==> src/rtl/wb_regfile_writer_if.sv <==
// Writeback-stage bus: pipeline-register outputs in, register-file read ports and packer status out.
// master = upstream/decode side, slave = the writeback block.
interface wb_regfile_writer_if #(
    parameter int DATA_W = 32,
    parameter int AW     = 4
);
    logic              WE;
    logic              PROHIB_WB;
    logic              WE_C;
    logic              WE_V;
    logic              SEL_C;
    logic              SEL_DAT;
    logic [DATA_W-1:0] Do;
    logic [7:0]        Dob;
    logic [DATA_W-1:0] ALU_Result;
    logic [AW-1:0]     Rg;
    logic [AW-1:0]     RA_C;
    logic [AW-1:0]     RB_C;
    logic [AW-1:0]     RA_V;
    logic [DATA_W-1:0] DA_C;
    logic [DATA_W-1:0] DB_C;
    logic [DATA_W-1:0] DA_V;
    logic              Busy;
    logic              Pack_Done;
    logic              Pack_Flush;

    modport master (
        output WE, PROHIB_WB, WE_C, WE_V, SEL_C, SEL_DAT, Do, Dob, ALU_Result, Rg,
               RA_C, RB_C, RA_V,
        input  DA_C, DB_C, DA_V, Busy, Pack_Done, Pack_Flush
    );

    modport slave (
        input  WE, PROHIB_WB, WE_C, WE_V, SEL_C, SEL_DAT, Do, Dob, ALU_Result, Rg,
               RA_C, RB_C, RA_V,
        output DA_C, DB_C, DA_V, Busy, Pack_Done, Pack_Flush
    );
endinterface

==> src/rtl/wb_regfile_writer.sv <==
// Writeback stage: scalar (C) and vector (V) register files plus a byte packer for vector words.
// Optional macro WB_BYPASS_EN forwards same-cycle scalar/full-word vector writes to the read ports.
//
// state | meaning
// IDLE  | no partial vector word held
// PACK  | lanes[0..cnt-1] hold bytes destined for V[tgt]
module wb_regfile_writer #(
    parameter int DATA_W = 32,
    parameter int NREG   = 16,
    parameter int LANES  = 4
) (
    input logic               clk,
    input logic               rst,
    wb_regfile_writer_if.slave bus
);
    localparam int AW    = $clog2(NREG);
    localparam int CNT_W = (LANES > 1) ? $clog2(LANES) : 1;

    typedef enum logic {IDLE, PACK} state_t;

    state_t            state, state_d;
    logic [CNT_W-1:0]  cnt, cnt_d, lane_idx;
    logic [AW-1:0]     tgt, tgt_d, pc_addr;
    logic [7:0]        lane [LANES];
    logic [DATA_W-1:0] c_reg [NREG];
    logic [DATA_W-1:0] v_reg [NREG];
    logic [DATA_W-1:0] wdata, partial_word, full_word, pc_data;
    logic              ok, wr_c, byte_wr, word_wr;
    logic              lane_we, pc_we, done_d, flush_d, pack_done_q, pack_flush_q;

    assign ok      = bus.WE & ~bus.PROHIB_WB;
    assign wr_c    = ok & bus.WE_C;
    assign byte_wr = ok & bus.WE_V & ~bus.SEL_C;
    assign word_wr = ok & bus.WE_V & bus.SEL_C;
    assign wdata   = bus.SEL_DAT ? bus.Do : bus.ALU_Result;

    // Lanes at or beyond cnt are stale from an earlier pack, so mask them to zero.
    always_comb begin
        partial_word = '0;
        full_word    = '0;
        for (int i = 0; i < LANES; i++) begin
            if (CNT_W'(i) < cnt) begin
                partial_word[i*8 +: 8] = lane[i];
                full_word[i*8 +: 8]    = lane[i];
            end else if (CNT_W'(i) == cnt) begin
                full_word[i*8 +: 8]    = bus.Dob;
            end
        end
    end

    always_comb begin
        state_d  = state;
        cnt_d    = cnt;
        tgt_d    = tgt;
        lane_we  = 1'b0;
        lane_idx = cnt;
        pc_we    = 1'b0;
        pc_addr  = tgt;
        pc_data  = partial_word;
        done_d   = 1'b0;
        flush_d  = 1'b0;
        case (state)
            IDLE: begin
                if (byte_wr) begin
                    if (LANES == 1) begin
                        pc_we   = 1'b1;
                        pc_addr = bus.Rg;
                        pc_data = DATA_W'(bus.Dob);
                        done_d  = 1'b1;
                    end else begin
                        lane_we  = 1'b1;
                        lane_idx = '0;
                        tgt_d    = bus.Rg;
                        cnt_d    = CNT_W'(1);
                        state_d  = PACK;
                    end
                end
            end
            PACK: begin
                if (byte_wr) begin
                    lane_we = 1'b1;
                    if (bus.Rg == tgt) begin
                        if (cnt == CNT_W'(LANES - 1)) begin
                            pc_we   = 1'b1;
                            pc_data = full_word;
                            done_d  = 1'b1;
                            cnt_d   = '0;
                            state_d = IDLE;
                        end else begin
                            cnt_d = cnt + 1'b1;
                        end
                    end else begin
                        pc_we    = 1'b1;
                        flush_d  = 1'b1;
                        lane_idx = '0;
                        tgt_d    = bus.Rg;
                        cnt_d    = CNT_W'(1);
                    end
                end else if (word_wr) begin
                    // Same target: the full word supersedes the partial, nothing to flush.
                    if (bus.Rg != tgt) begin
                        pc_we   = 1'b1;
                        flush_d = 1'b1;
                    end
                    cnt_d   = '0;
                    state_d = IDLE;
                end
            end
            default: state_d = IDLE;
        endcase
    end

    always_ff @(posedge clk or posedge rst) begin
        if (rst) begin
            state        <= IDLE;
            cnt          <= '0;
            tgt          <= '0;
            pack_done_q  <= 1'b0;
            pack_flush_q <= 1'b0;
            for (int i = 0; i < LANES; i++) lane[i] <= '0;
        end else begin
            state        <= state_d;
            cnt          <= cnt_d;
            tgt          <= tgt_d;
            pack_done_q  <= done_d;
            pack_flush_q <= flush_d;
            if (lane_we) lane[lane_idx] <= bus.Dob;
        end
    end

    // Pack commit is written before the full-word write so the latter wins on a shared address.
    always_ff @(posedge clk or posedge rst) begin
        if (rst) begin
            for (int i = 0; i < NREG; i++) begin
                c_reg[i] <= '0;
                v_reg[i] <= '0;
            end
        end else begin
            if (wr_c)    c_reg[bus.Rg] <= wdata;
            if (pc_we)   v_reg[pc_addr] <= pc_data;
            if (word_wr) v_reg[bus.Rg] <= wdata;
        end
    end

`ifdef WB_BYPASS_EN
    assign bus.DA_C = (wr_c && bus.RA_C == bus.Rg) ? wdata : c_reg[bus.RA_C];
    assign bus.DB_C = (wr_c && bus.RB_C == bus.Rg) ? wdata : c_reg[bus.RB_C];
    assign bus.DA_V = (word_wr && bus.RA_V == bus.Rg) ? wdata : v_reg[bus.RA_V];
`else
    assign bus.DA_C = c_reg[bus.RA_C];
    assign bus.DB_C = c_reg[bus.RB_C];
    assign bus.DA_V = v_reg[bus.RA_V];
`endif

    assign bus.Busy       = (state == PACK);
    assign bus.Pack_Done  = pack_done_q;
    assign bus.Pack_Flush = pack_flush_q;
endmodule

==> src/flat_wrapper.sv <==
// flat-port wrapper written by rule: the top's interface ports become plain ports
module wb_regfile_writer_flat 
#(
    parameter int DATA_W = 32,
    parameter int NREG   = 16,
    parameter int LANES  = 4
)
  (clk, rst, bus_WE, bus_PROHIB_WB, bus_WE_C, bus_WE_V, bus_SEL_C, bus_SEL_DAT, bus_Do, bus_Dob, bus_ALU_Result, bus_Rg, bus_RA_C, bus_RB_C, bus_RA_V, bus_DA_C, bus_DB_C, bus_DA_V, bus_Busy, bus_Pack_Done, bus_Pack_Flush);
  wb_regfile_writer_if #(.DATA_W(DATA_W), .AW(4)) bus_i ();
  input logic clk;
  input logic rst;
  input wire logic [$bits(bus_i.WE)-1:0] bus_WE;
  input wire logic [$bits(bus_i.PROHIB_WB)-1:0] bus_PROHIB_WB;
  input wire logic [$bits(bus_i.WE_C)-1:0] bus_WE_C;
  input wire logic [$bits(bus_i.WE_V)-1:0] bus_WE_V;
  input wire logic [$bits(bus_i.SEL_C)-1:0] bus_SEL_C;
  input wire logic [$bits(bus_i.SEL_DAT)-1:0] bus_SEL_DAT;
  input wire logic [$bits(bus_i.Do)-1:0] bus_Do;
  input wire logic [$bits(bus_i.Dob)-1:0] bus_Dob;
  input wire logic [$bits(bus_i.ALU_Result)-1:0] bus_ALU_Result;
  input wire logic [$bits(bus_i.Rg)-1:0] bus_Rg;
  input wire logic [$bits(bus_i.RA_C)-1:0] bus_RA_C;
  input wire logic [$bits(bus_i.RB_C)-1:0] bus_RB_C;
  input wire logic [$bits(bus_i.RA_V)-1:0] bus_RA_V;
  output wire logic [$bits(bus_i.DA_C)-1:0] bus_DA_C;
  output wire logic [$bits(bus_i.DB_C)-1:0] bus_DB_C;
  output wire logic [$bits(bus_i.DA_V)-1:0] bus_DA_V;
  output wire logic [$bits(bus_i.Busy)-1:0] bus_Busy;
  output wire logic [$bits(bus_i.Pack_Done)-1:0] bus_Pack_Done;
  output wire logic [$bits(bus_i.Pack_Flush)-1:0] bus_Pack_Flush;
  assign bus_i.WE = bus_WE;
  assign bus_i.PROHIB_WB = bus_PROHIB_WB;
  assign bus_i.WE_C = bus_WE_C;
  assign bus_i.WE_V = bus_WE_V;
  assign bus_i.SEL_C = bus_SEL_C;
  assign bus_i.SEL_DAT = bus_SEL_DAT;
  assign bus_i.Do = bus_Do;
  assign bus_i.Dob = bus_Dob;
  assign bus_i.ALU_Result = bus_ALU_Result;
  assign bus_i.Rg = bus_Rg;
  assign bus_i.RA_C = bus_RA_C;
  assign bus_i.RB_C = bus_RB_C;
  assign bus_i.RA_V = bus_RA_V;
  assign bus_DA_C = bus_i.DA_C;
  assign bus_DB_C = bus_i.DB_C;
  assign bus_DA_V = bus_i.DA_V;
  assign bus_Busy = bus_i.Busy;
  assign bus_Pack_Done = bus_i.Pack_Done;
  assign bus_Pack_Flush = bus_i.Pack_Flush;
  wb_regfile_writer #(.DATA_W(DATA_W), .NREG(NREG), .LANES(LANES)) u_core (.clk(clk), .rst(rst), .bus(bus_i));
endmodule
==> config.mk <==
export PLATFORM = sky130hd
export DESIGN_NAME = wb_regfile_writer_flat
export DESIGN_NICKNAME = d
export VERILOG_FILES = /design/src/rtl/wb_regfile_writer_if.sv /design/src/rtl/wb_regfile_writer.sv /design/src/flat_wrapper.sv
export SDC_FILE = /design/constraint.sdc
export NUM_CORES = 2
export LEC_CHECK = 0
export CORE_UTILIZATION = 53
export DETAILED_ROUTE_END_ITERATION = 6
export DONT_BUFFER_PORTS = 1
export GPL_TIMING_DRIVEN = 0
export PLACE_DENSITY_LB_ADDON = 0.08
export SLEW_MARGIN = 20
export SYNTH_ARGS = -nofsm -noshare
export SYNTH_HDL_FRONTEND = slang
export SYNTH_SLANG_ARGS = --single-unit
==> constraint.sdc <==
create_clock -name clk -period 40.3 [get_ports clk]
set_clock_uncertainty 0.05 [all_clocks]
set_input_delay 8.06 -clock clk [delete_from_list [all_inputs] [get_ports clk]]
set_output_delay 8.06 -clock clk [all_outputs]
set_load 0.05 [all_outputs]
# Yosys cells after proc, flatten, opt, wreduce, memory -nomap -nowiden
# Index checks and enable logic that the tools add are counted.
# op_classes
bitwise_logic,14
n_lt_le_gt_ge,13
reduce_logical,6
add_sub_neg,1
n_mux,70
n_eq_ne,10
# op_table
cell,count
512-bit bitwise mux,3
512-bit two-way mux,2
32-bit two-way mux,13
32-bit binary-select mux with 4-bit select,3
32-bit demux with 4-bit select,2
8-bit two-way mux,13
32-bit bitwise mux,1
"5-bit greater-or-equal comparator, second input constant",5
4-bit NOT with 5-bit output,5
1-bit two-way mux,17
8-bit demux with 2-bit select,1
2-bit two-way mux,8
4-bit two-way mux,3
"5-bit by 1-bit less-than comparator with 1-bit output, second input constant",2
2-bit case mux with 2 select lines,2
4-bit case mux with 2 select lines,1
1-bit AND,5
"2-bit equality test, first input constant",2
4-bit equality test,1
"1-bit by 2-bit less-than comparator with 1-bit output, first input constant",2
"2-bit less-than comparator, first input constant",2
"2-bit != test, second input constant",2
4-bit != test,1
"3-bit greater-or-equal comparator, second input constant",1
13 further kinds,17
# totals
register_bits,1065
out_inout_bits,99
inputBits,96

# Longest topological paths before layout
# logic_depth
ltp_word,12
ltp_mapped,11

# Least setup slack after synthesis
# Ideal clock, no wire load.
# synth_timing
kind,in2out
from,input bus_RA_C[0]
to,output bus_DA_C[10]
slack_ns,22.060
cell_stages,5
required_time_ns,32.190
arrival_ns,10.130
cell_sequence,clkbuf_1 -> buf_1 -> clkbuf_1 -> mux4_2 -> mux4_2
# synth_via
elab_chain_len,4
# synth_rtl
item,line,text
"start, declared",flat_wrapper.sv:22,input wire logic [$bits(bus_i.RA_C)-1:0] bus_RA_C;
4-bit NOT with 5-bit output (not written as such),wb_regfile_writer.sv:150,assign bus.DA_C = c_reg[bus.RA_C];
32-bit binary-select mux with 4-bit select,wb_regfile_writer.sv:150,
32-bit two-way mux (not written as such) (2 in a row),wb_regfile_writer.sv:150,
"end, declared",flat_wrapper.sv:25,output wire logic [$bits(bus_i.DA_C)-1:0] bus_DA_C;
# Every way passes these cells. The select of a mux whose other input is x is not followed.

# Worst setup path in the final report
# layout_timing
from,input bus_RA_C[1]
to,output bus_DA_C[31]
# Same word-level chain as after synthesis.

==> impl_results.rst <==
.. list-table::
   :header-rows: 1

   * - Metric
     - Value
   * - Status
     - finished, final reports clean
   * - Total power draw
     - approximately 3400 uW
   * - Main flop type after synthesis
     - sky130_fd_sc_hd__dfrtp_1
   * - Worst min-delay path class
     - reg2reg
   * - Count of nets after finishing
     - about 5300
   * - Yosys warning count
     - 0
   * - DRC violations left
     - 0
   * - Die boundary width
     - ~320 um
   * - Overall track demand over capacity in global routing
     - between 30% and 40%
   * - Worst-case vdd ir drop
     - just over 0.05 mV
   * - Utilization of the core after routing
     - around 60%
   * - IO Count
     - a little under 200
   * - Post-Route Setup TNS
     - 0 ns
   * - Total clock sinks
     - 1057
   * - Number of hold violations in the final report
     - 0
   * - Pin count of the biggest net entering global routing
     - roughly 110
   * - Standard cell area after detailed placement
     - 57120 sq um
   * - Resize count post-CTS
     - 0
   * - Length of the first detailed-routing pass in iterations
     - 7
   * - Clk_lat worst skew
     - 0.72 ns
   * - Post-route fraction of the period consumed by the critical path
     - just under 50%
   * - EDFF count, synth
     - 0
   * - Overall die height
     - 324 um
   * - Nature of the critical path endpoint
     - primary output
   * - Layout-stage area growth over the synthesis result
     - 11.28%
   * - H-tree depth reported by CTS
     - 3
   * - Number of DRC markers in iteration 0
     - between 5000 and 6000
   * - Number of port buffers
     - 0
   * - Async set-or-reset flop fraction in the synthesized netlist
     - 100.0%
   * - Worst Path Max Fanout
     - 10
   * - P_leak
     - about 0.026 uW
   * - CP peak stage delay
     - 0.93 ns
   * - WP data required
     - between 30 and 40 ns
   * - Post-route ant nets
     - 0
   * - Netlist area before placement
     - 54950 sq um
   * - GP Congestion
     - between 1 and 1.5
   * - Average routed wire per standard cell
     - 30.68 um
   * - Worst endpoint data arrival time
     - approximately 11 ns
   * - Fill cell instance count of the final layout
     - 8591
   * - Element type at the critical path start
     - primary input
   * - Sequential fraction of the synthesis area
     - between 40% and 50%
   * - Total overflow reported by the global router
     - 0
   * - Layout cells sized above 1
     - 16.31%
   * - Average cell area after synthesis
     - between 10 and 15 sq um
   * - Most frequent standard cell in the layout excluding fill and tap cells
     - sky130_fd_sc_hd__dfrtp_1
   * - Worst relative slew slack
     - 14.86%
   * - Clk buf depth
     - 3
   * - Worst Max-Slew Pin Slew
     - around 1.3 ns
   * - Worst-path clk slew
     - around 0.050 ns
   * - Final instance area
     - between 60000 and 70000 sq um
   * - Global-route wire length before repair
     - 296400 um
   * - Most used cells in the layout excluding fill and tap cells
     - sky130_fd_sc_hd__dfrtp_1, sky130_fd_sc_hd__nor2_1, sky130_fd_sc_hd__a21oi_1
   * - Count of cell types in the netlist
     - 53
   * - Synth Instances
     - roughly 5000
   * - Site Rows
     - 117
   * - Clock tree from TritonCTS
     - yes
   * - Hold buffer count at cts
     - 0
   * - Peak clock frequency supported by timing
     - 51.38 MHz
   * - Core footprint
     - just over 100000 sq um
   * - Series of cell instances along the critical path
     - buf_2, clkbuf_1, clkbuf_1, mux4_2, mux4_2
   * - Setup Viol. Count Final
     - 0
   * - Net count of the mapped netlist
     - roughly 5100
   * - Initial antenna violation count
     - 13
   * - DP Wirelength
     - between 150000 and 200000 um
   * - Total Routed Length
     - 203600 um
   * - Type of the worst setup path
     - in2out
   * - Number of vias in the routed layout
     - about 45000
   * - Die area
     - 105000 sq um
   * - Initial standard-cell utilization of the core
     - between 50% and 60%
   * - Critical Path Slowest Stage Cell
     - sky130_fd_sc_hd__clkbuf_1
   * - Power Density
     - between 50 and 60 nW/um^2
   * - CTS Buf Count
     - roughly 110
   * - Final Slew Violations
     - 0
   * - Setup repair after global routing missed its margin
     - false
   * - Per-cell via count in the routed design
     - roughly 6.8
   * - CTS Root Cell
     - sky130_fd_sc_hd__clkbuf_16
   * - Synth Register Bits
     - roughly 1100
   * - Max-cap check violation count
     - 0
   * - Shortest period the worst path allows
     - 19.46 ns
   * - Number of buffers inserted by post-CTS setup repair
     - 0
   * - Via count of the first global-routing pass
     - between 40000 and 50000
stage by stage:
stage               hold slack [ns]  cells  worst slack [ns]
floorplan                    0.4123   5040             2.438
global placement             0.4287   6408            -10.25
detailed placement           0.4395   6423             20.95
CTS                          0.4523   6626             20.96
global route                 0.4625   6635             20.89
finish                       0.4494   6635             20.84
path summary, 6_finish.rpt:
kind / from / slack (ns) / endpoint / cells after the start
worst max-delay path: bus_RA_C[1] / 20.84 / bus_DA_C[31] / 5
worst min-delay path: u_core.lane[29] / 0.45 / u_core.lane[29] / 1
worst max register to register: u_core.bus.Busy / 36.62 / u_core.v_reg[267] / 7
worst min register to register: u_core.lane[29] / 0.45 / u_core.lane[29] / 1
max in group asynchronous: rst / 30.25 / u_core.c_reg[311] / 6
min in group asynchronous: rst / 7.17 / u_core.v_reg[290] / 1
worst max-delay path, delay by kind of cell:
kind / cells / cell delay, ns
buf+inv: 3 / 2.08
mux: 2 / 1.18
power breakdown:
part	switching (uW)	internal, uW	total (uW)
clock network	465	669	1130
registers	155	1290	1450
logic	460	341	801
total	1080	2300	3380
cells in the mapped netlist (67+ instances only):
| cell | number | area [sq um] |
|---|---|---|
| sky130_fd_sc_hd__nor2_1 | 656 | 2462 |
| sky130_fd_sc_hd__mux4_2 | 480 | 10810 |
| sky130_fd_sc_hd__nand2_1 | 528 | 1982 |
| sky130_fd_sc_hd__o22ai_1 | 128 | 800.8 |
| sky130_fd_sc_hd__buf_1 | 68 | 255.2 |
| sky130_fd_sc_hd__buf_2 | 67 | 335.3 |
| sky130_fd_sc_hd__a221oi_1 | 72 | 630.6 |
| sky130_fd_sc_hd__a31oi_1 | 101 | 631.9 |
| sky130_fd_sc_hd__dfrtp_1 | 1057 | 26450 |
| sky130_fd_sc_hd__o21ai_0 | 265 | 1326 |
| sky130_fd_sc_hd__a22oi_1 | 128 | 960.9 |
| sky130_fd_sc_hd__clkbuf_1 | 418 | 1569 |
| sky130_fd_sc_hd__mux2i_1 | 73 | 730.7 |
| sky130_fd_sc_hd__nor3_1 | 81 | 405.4 |
| sky130_fd_sc_hd__a21oi_1 | 566 | 2833 |
layer usage:
metal	vias to the layer above	part of all wire, %	global-route usage [%]
li1	18951	-	-
met1	23161	37	50.35
met2	2753	47	61.33
met3	530	10	8.235
met4	10	6.5	22.65
met5	-	0.029	0.04630
final cells by class:
type	instances	area [sq um]	area share [%]
plain buffers	567	2283	3.734
clock inverters	59	900.9	1.473
clock buffers	144	3083	5.041
multi-input cells	3410	26290	43.00
flip-flops and latches	1057	26450	43.25
inverters	6	30.03	0.04910
well taps	1368	1712	2.799
diodes	8	20.02	0.03274
repair buffers	16	379.1	0.6199
cells by family (layout without fill, tap and decap cells):
group	count (synthesis)	count (layout)	share of synthesized area, %
AND/OR/NAND/NOR	1403	1403	10.35
XOR/XNOR	4	4	0.06375
adder cells (fa/ha/maj)	5	5	0.1138
other	0	8	0
multiplexers	585	585	21.66
flip-flops	1057	1057	48.13
AO/OA/AOI/OAI	1413	1413	15.52
buffers and inverters	573	792	4.164
No activity file was read; power rests on OpenSTA's default activity.
